[src/rtl/pc_fetch_unit.sv]
// Instruction-fetch front end: owns the program counter, sequences +4 / stall / redirect,
// and latches a sticky trap when a fetch address falls outside the instruction memory.
module pc_fetch_unit #(
    parameter logic [31:0] RESET_PC   = 32'h0000_0000,
    parameter int          IMEM_WORDS = 1024
) (
    input  logic        clk,
    input  logic        rst,
    input  logic        ready_i,
    input  logic        redirect_i,
    input  logic [31:0] redirect_target_i,
    output logic [31:0] pc_o,
    output logic [31:0] pc_plus4_o,
    output logic        valid_o,
    output logic        trap_o,
    output logic [31:0] trap_pc_o,
    output logic [31:0] fetch_count_o
);

    typedef enum logic [1:0] {
        S_BOOT = 2'd0,
        S_RUN  = 2'd1,
        S_TRAP = 2'd2
    } state_t;

    localparam logic [31:0] LP_WORDS = 32'(IMEM_WORDS);

    // Word index is compared zero-extended so every 30-bit index is range-checked.
    function automatic logic f_illegal(input logic [31:0] addr);
        return (addr[1:0] != 2'b00) || ({2'b00, addr[31:2]} >= LP_WORDS);
    endfunction

    state_t      r_state;
    logic [31:0] r_pc;
    logic [31:0] r_trap_pc;
    logic [31:0] r_count;
    logic        r_valid;
    logic        r_trap;

    logic [31:0] w_pc_plus4;
    logic        w_redirect_bad;
    logic        w_advance_bad;

    assign w_pc_plus4     = r_pc + 32'd4;
    assign w_redirect_bad = f_illegal(redirect_target_i);
    assign w_advance_bad  = f_illegal(w_pc_plus4);

    // valid/trap are kept as dedicated flops updated alongside the state so they never glitch.
    always_ff @(posedge clk or posedge rst) begin
        if (rst) begin
            r_state   <= S_BOOT;
            r_pc      <= RESET_PC;
            r_trap_pc <= 32'd0;
            r_count   <= 32'd0;
            r_valid   <= 1'b0;
            r_trap    <= 1'b0;
        end else begin
            case (r_state)
                S_BOOT: begin
                    r_state <= S_RUN;
                    r_valid <= 1'b1;
                end
                S_RUN: begin
                    if (ready_i) begin
                        r_count <= r_count + 32'd1;
                    end
                    if (redirect_i) begin
                        if (w_redirect_bad) begin
                            r_state   <= S_TRAP;
                            r_trap_pc <= redirect_target_i;
                            r_valid   <= 1'b0;
                            r_trap    <= 1'b1;
                        end else begin
                            r_pc <= redirect_target_i;
                        end
                    end else if (ready_i) begin
                        if (w_advance_bad) begin
                            r_state   <= S_TRAP;
                            r_trap_pc <= w_pc_plus4;
                            r_valid   <= 1'b0;
                            r_trap    <= 1'b1;
                        end else begin
                            r_pc <= w_pc_plus4;
                        end
                    end
                end
                S_TRAP: begin
                    // Frozen until reset.
                    r_valid <= 1'b0;
                    r_trap  <= 1'b1;
                end
                default: begin
                    r_state <= S_BOOT;
                    r_valid <= 1'b0;
                    r_trap  <= 1'b0;
                end
            endcase
        end
    end

    assign pc_o          = r_pc;
    assign pc_plus4_o    = w_pc_plus4;
    assign valid_o       = r_valid;
    assign trap_o        = r_trap;
    assign trap_pc_o     = r_trap_pc;
    assign fetch_count_o = r_count;

endmodule

[config.mk]
export PLATFORM = sky130hd
export DESIGN_NAME = pc_fetch_unit
export DESIGN_NICKNAME = d
export VERILOG_FILES = /design/src/rtl/pc_fetch_unit.sv
export SDC_FILE = /design/constraint.sdc
export NUM_CORES = 1
export LEC_CHECK = 0
export BUFFER_PORTS_ARGS = -buffer_cell sky130_fd_sc_hd__buf_2
export CAP_MARGIN = 20
export CORE_ASPECT_RATIO = 0.8
export CORE_MARGIN = 2
export CORE_UTILIZATION = 40
export DETAILED_ROUTE_END_ITERATION = 10
export PLACE_DENSITY = 0.71
export SLEW_MARGIN = 5
export SYNTH_ARGS = -nofsm -noshare
export SYNTH_HDL_FRONTEND = slang
export SYNTH_SLANG_ARGS = --single-unit
[constraint.sdc]
create_clock -name clk -period 3.8 [get_ports clk]
set_input_delay 0.38 -clock clk [delete_from_list [all_inputs] [get_ports clk]]
set_output_delay 0.38 -clock clk [all_outputs]
set_load 0.005 [all_outputs]
==> results.json <==
{
  "status": "complete, no violations",
  "synth_most_common_cell": "dfrtp_1",
  "cp_data_arrival_time_ns": 3.56,
  "io_buffer_count": 165,
  "dr.pass1.iters": 5,
  "regArea_um2": 2500,
  "critical_path_class": "reg -> reg",
  "fin_crit_sh_pct": 87.5,
  "clock_latency_ns": 0.36,
  "p_comb_share_pct": 33.5,
  "hold_class": "in -> async",
  "path_delay_family": "simple AND/OR/NAND/NOR gates",
  "p_sw_share_pct": 35.7,
  "grt_pass1_wl_mm": 24.8,
  "nNetsFinal": 730,
  "gr-max-usage-layer": "met2",
  "core.rowCount": 37,
  "yosys.area.top_type": "dfrtp_1",
  "total_leakage_power_nw": 3.37,
  "holdWs_ns": 0.217,
  "grt_max_degree": 72,
  "initial_core_util_pct": 40.6,
  "io_pins": 166,
  "drive_gt1_share_pct": 32.0,
  "fp.coreArea_um2": 12800,
  "syn_to_final_growth_pct": 25.9,
  "numCtsBuffers": 9,
  "yosys_most_used_dff": "dfrtp_1",
  "yosys_warnings": 0,
  "endpoint_kind": "flop",
  "ys_seq_area_share_pct": 48.3,
  "cts-root-buf": "clkbuf_16",
  "synth.top_cell.area_share_pct": 48.3,
  "dp_hpwl_mm": 11.9,
  "ctsLongestPathBuffers": 2,
  "slew_viol_final": 0,
  "max_stage_delay_ns": 0.51,
  "cts_tree": "done",
  "ir_drop_mv": 0.254,
  "final_cells": 868,
  "num_vias": 4547,
  "p_clk_share_pct": 24.0,
  "clk_pin_slew_worst_paths_ns": 0.07,
  "first_global_vias": 4473,
  "required_ns": 4.04,
  "p_int_mw": 2.35,
  "htree_levels": 3,
  "cellPowerDensity_nw_per_um2": 560,
  "async_reset_ff_share_pct": 100,
  "dp_cells": 852,
  "relSlewSlack_pct": 42.1,
  "finalCriticalPeriod_ns": 3.32,
  "grtUsageMet2_pct": 33.8,
  "drt_wl_total_mm": 15.4,
  "detail-route-antenna-nets": 0,
  "crit_chain": "nand3_1, nor3_2, buf_4, nand2_1, or3b_2, xor2_1, o211ai_1, o22ai_2, nand2_2, buf_4, and2_1",
  "hold_violations": 0,
  "die-height_um": 106,
  "via_per_inst": 5.24,
  "max_cap_violations": 0,
  "pwr-share-seq_pct": 42.5,
  "gp_congestion": 0.942,
  "postCtsSetupRepairBufs": 0,
  "cts_resized": 0,
  "synth_edf_count": 0,
  "synth.area.top_cells": "dfrtp_1 (48%), xnor2_1 (7.4%), mux2i_1 (5.2%)",
  "cts_hold_buf": 0,
  "worst_slack_ns": 0.476,
  "gr-usage-met3_pct": 5.96,
  "startpoint_type": "flop",
  "wire_per_inst_um": 17.7,
  "place_ws_ns": 0.503,
  "cts.sinks": 100,
  "ys_ff_latch": 100,
  "synth_cell_types": 51,
  "fp.dieW_um": 131,
  "drtIter0Drc": 416,
  "synthTopCellsByCount": "dfrtp_1 (100), nand2_1 (61), xnor2_1 (44)",
  "crit_fanout": 20,
  "dieArea_um2": 13900,
  "finalSetupTns_ns": 0,
  "multi_input_area_um2": 2520,
  "antenna_found_initial": 1,
  "grt.overflow.total": 0,
  "drc": 0,
  "fillers": 1242,
  "max_freq_ghz": 0.301,
  "syn-cell-area_um2": 5190,
  "path_common_cell": "buf_4",
  "fin_skew_ns": 0.00881,
  "switchingPower_mw": 1.30,
  "grt.total_usage_pct": 22.7,
  "cp_slowest_cell": "or3b_2",
  "rsz0062_at_grt": "false",
  "worst_slew_pin_slew_ns": 0.869,
  "postSynthCellCount": 518,
  "grtUsageMet1_pct": 32.8,
  "setup_viol": 0,
  "diodes": 0,
  "syn-num-nets": 560,
  "synth.avg_cell_area_um2": 10.0,
  "path_buf_inv": 2
}
## final timing paths
check / start / end / slack, ns / cells past startpoint
setup / recovery: pc_o[8] / pc_o[15] / 0.48 / 11
hold reg to reg: trap_pc_o[10] / trap_pc_o[10] / 0.47 / 2
setup reg to reg: pc_o[8] / pc_o[15] / 0.48 / 11
hold / removal: rst / trap_pc_o[6] / 0.22 / 2
min in group clk: ready_i / fetch_count_o[2] / 0.33 / 3
max in group asynchronous: rst / trap_pc_o[17] / 2.83 / 3
## metrics by stage
stage | util (%) | cell area [um^2] | total power, mW
after floorplan | - | 5190 | 2.18
after global placement | 48.9 | 6250 | 2.74
after detailed placement | 48.9 | 6250 | 2.80
after CTS | 51.1 | 6530 | 3.69
after global routing | 51.1 | 6530 | 3.90
final | 51.1 | 6530 | 3.66
## cells in the final DEF, fill, tap and decap left out, types with 3 or more instances in the layout
master,synthesis,final
buf_2,9,165
dfrtp_1,100,100
nand2_1,61,61
xnor2_1,44,44
nor2_1,42,42
o21ai_0,29,29
mux2i_1,27,27
and2_1,24,24
nand3_1,21,21
xor2_1,20,20
buf_4,3,18
nand4_1,17,17
and3_1,10,10
inv_1,11,10
clkbuf_16,0,9
nor4_1,8,8
mux2_2,8,8
nor3_1,6,6
a22o_1,6,6
ha_1,6,6
o211ai_1,5,5
a21oi_1,5,5
a31oi_1,4,4
and4_1,4,4
nand2b_1,4,4
nor3_2,3,3
## metal layers
metal	vias to the layer above	wire [um]
li1	2134	-
met1	2245	7370
met2	149	6790
met3	17	991
met4	2	217
met5	-	13
## flip-flops by register name, summed over array words and instances (netlist names)
register / flops
trap_pc_o: 32
valid_o: 1
pc_o: 32
trap_o: 1
r_state: 2
fetch_count_o: 32
## power groups by stage
stage	Combinational (mW)	Sequential [mW]	Clock, mW
floorplan	0.618	1.57	0
CTS	1.24	1.55	0.901
global placement	1.19	1.54	0
global route	1.37	1.59	0.936
detailed placement	1.23	1.57	0
finish	1.22	1.55	0.878
## cell families after synthesis
kind of cell	after synthesis	synth area share [%]
xor+xnor	64	10.8
mux	35	6.95
buf+inv	36	3.18
flops	100	48.3
fa+ha+maj	6	1.45
compound gates	61	7.79
simple gates	216	21.6
## final cells by class
class / instances / area share (%)
multi-input combinational: 382 / 38.6
sequential: 100 / 38.3
timing repair buffer: 183 / 14.7
clock buffer: 11 / 3.72
tap: 175 / 3.35
inverter: 12 / 0.728
clock inverter: 5 / 0.556
(Power assumes the default switching activity.)
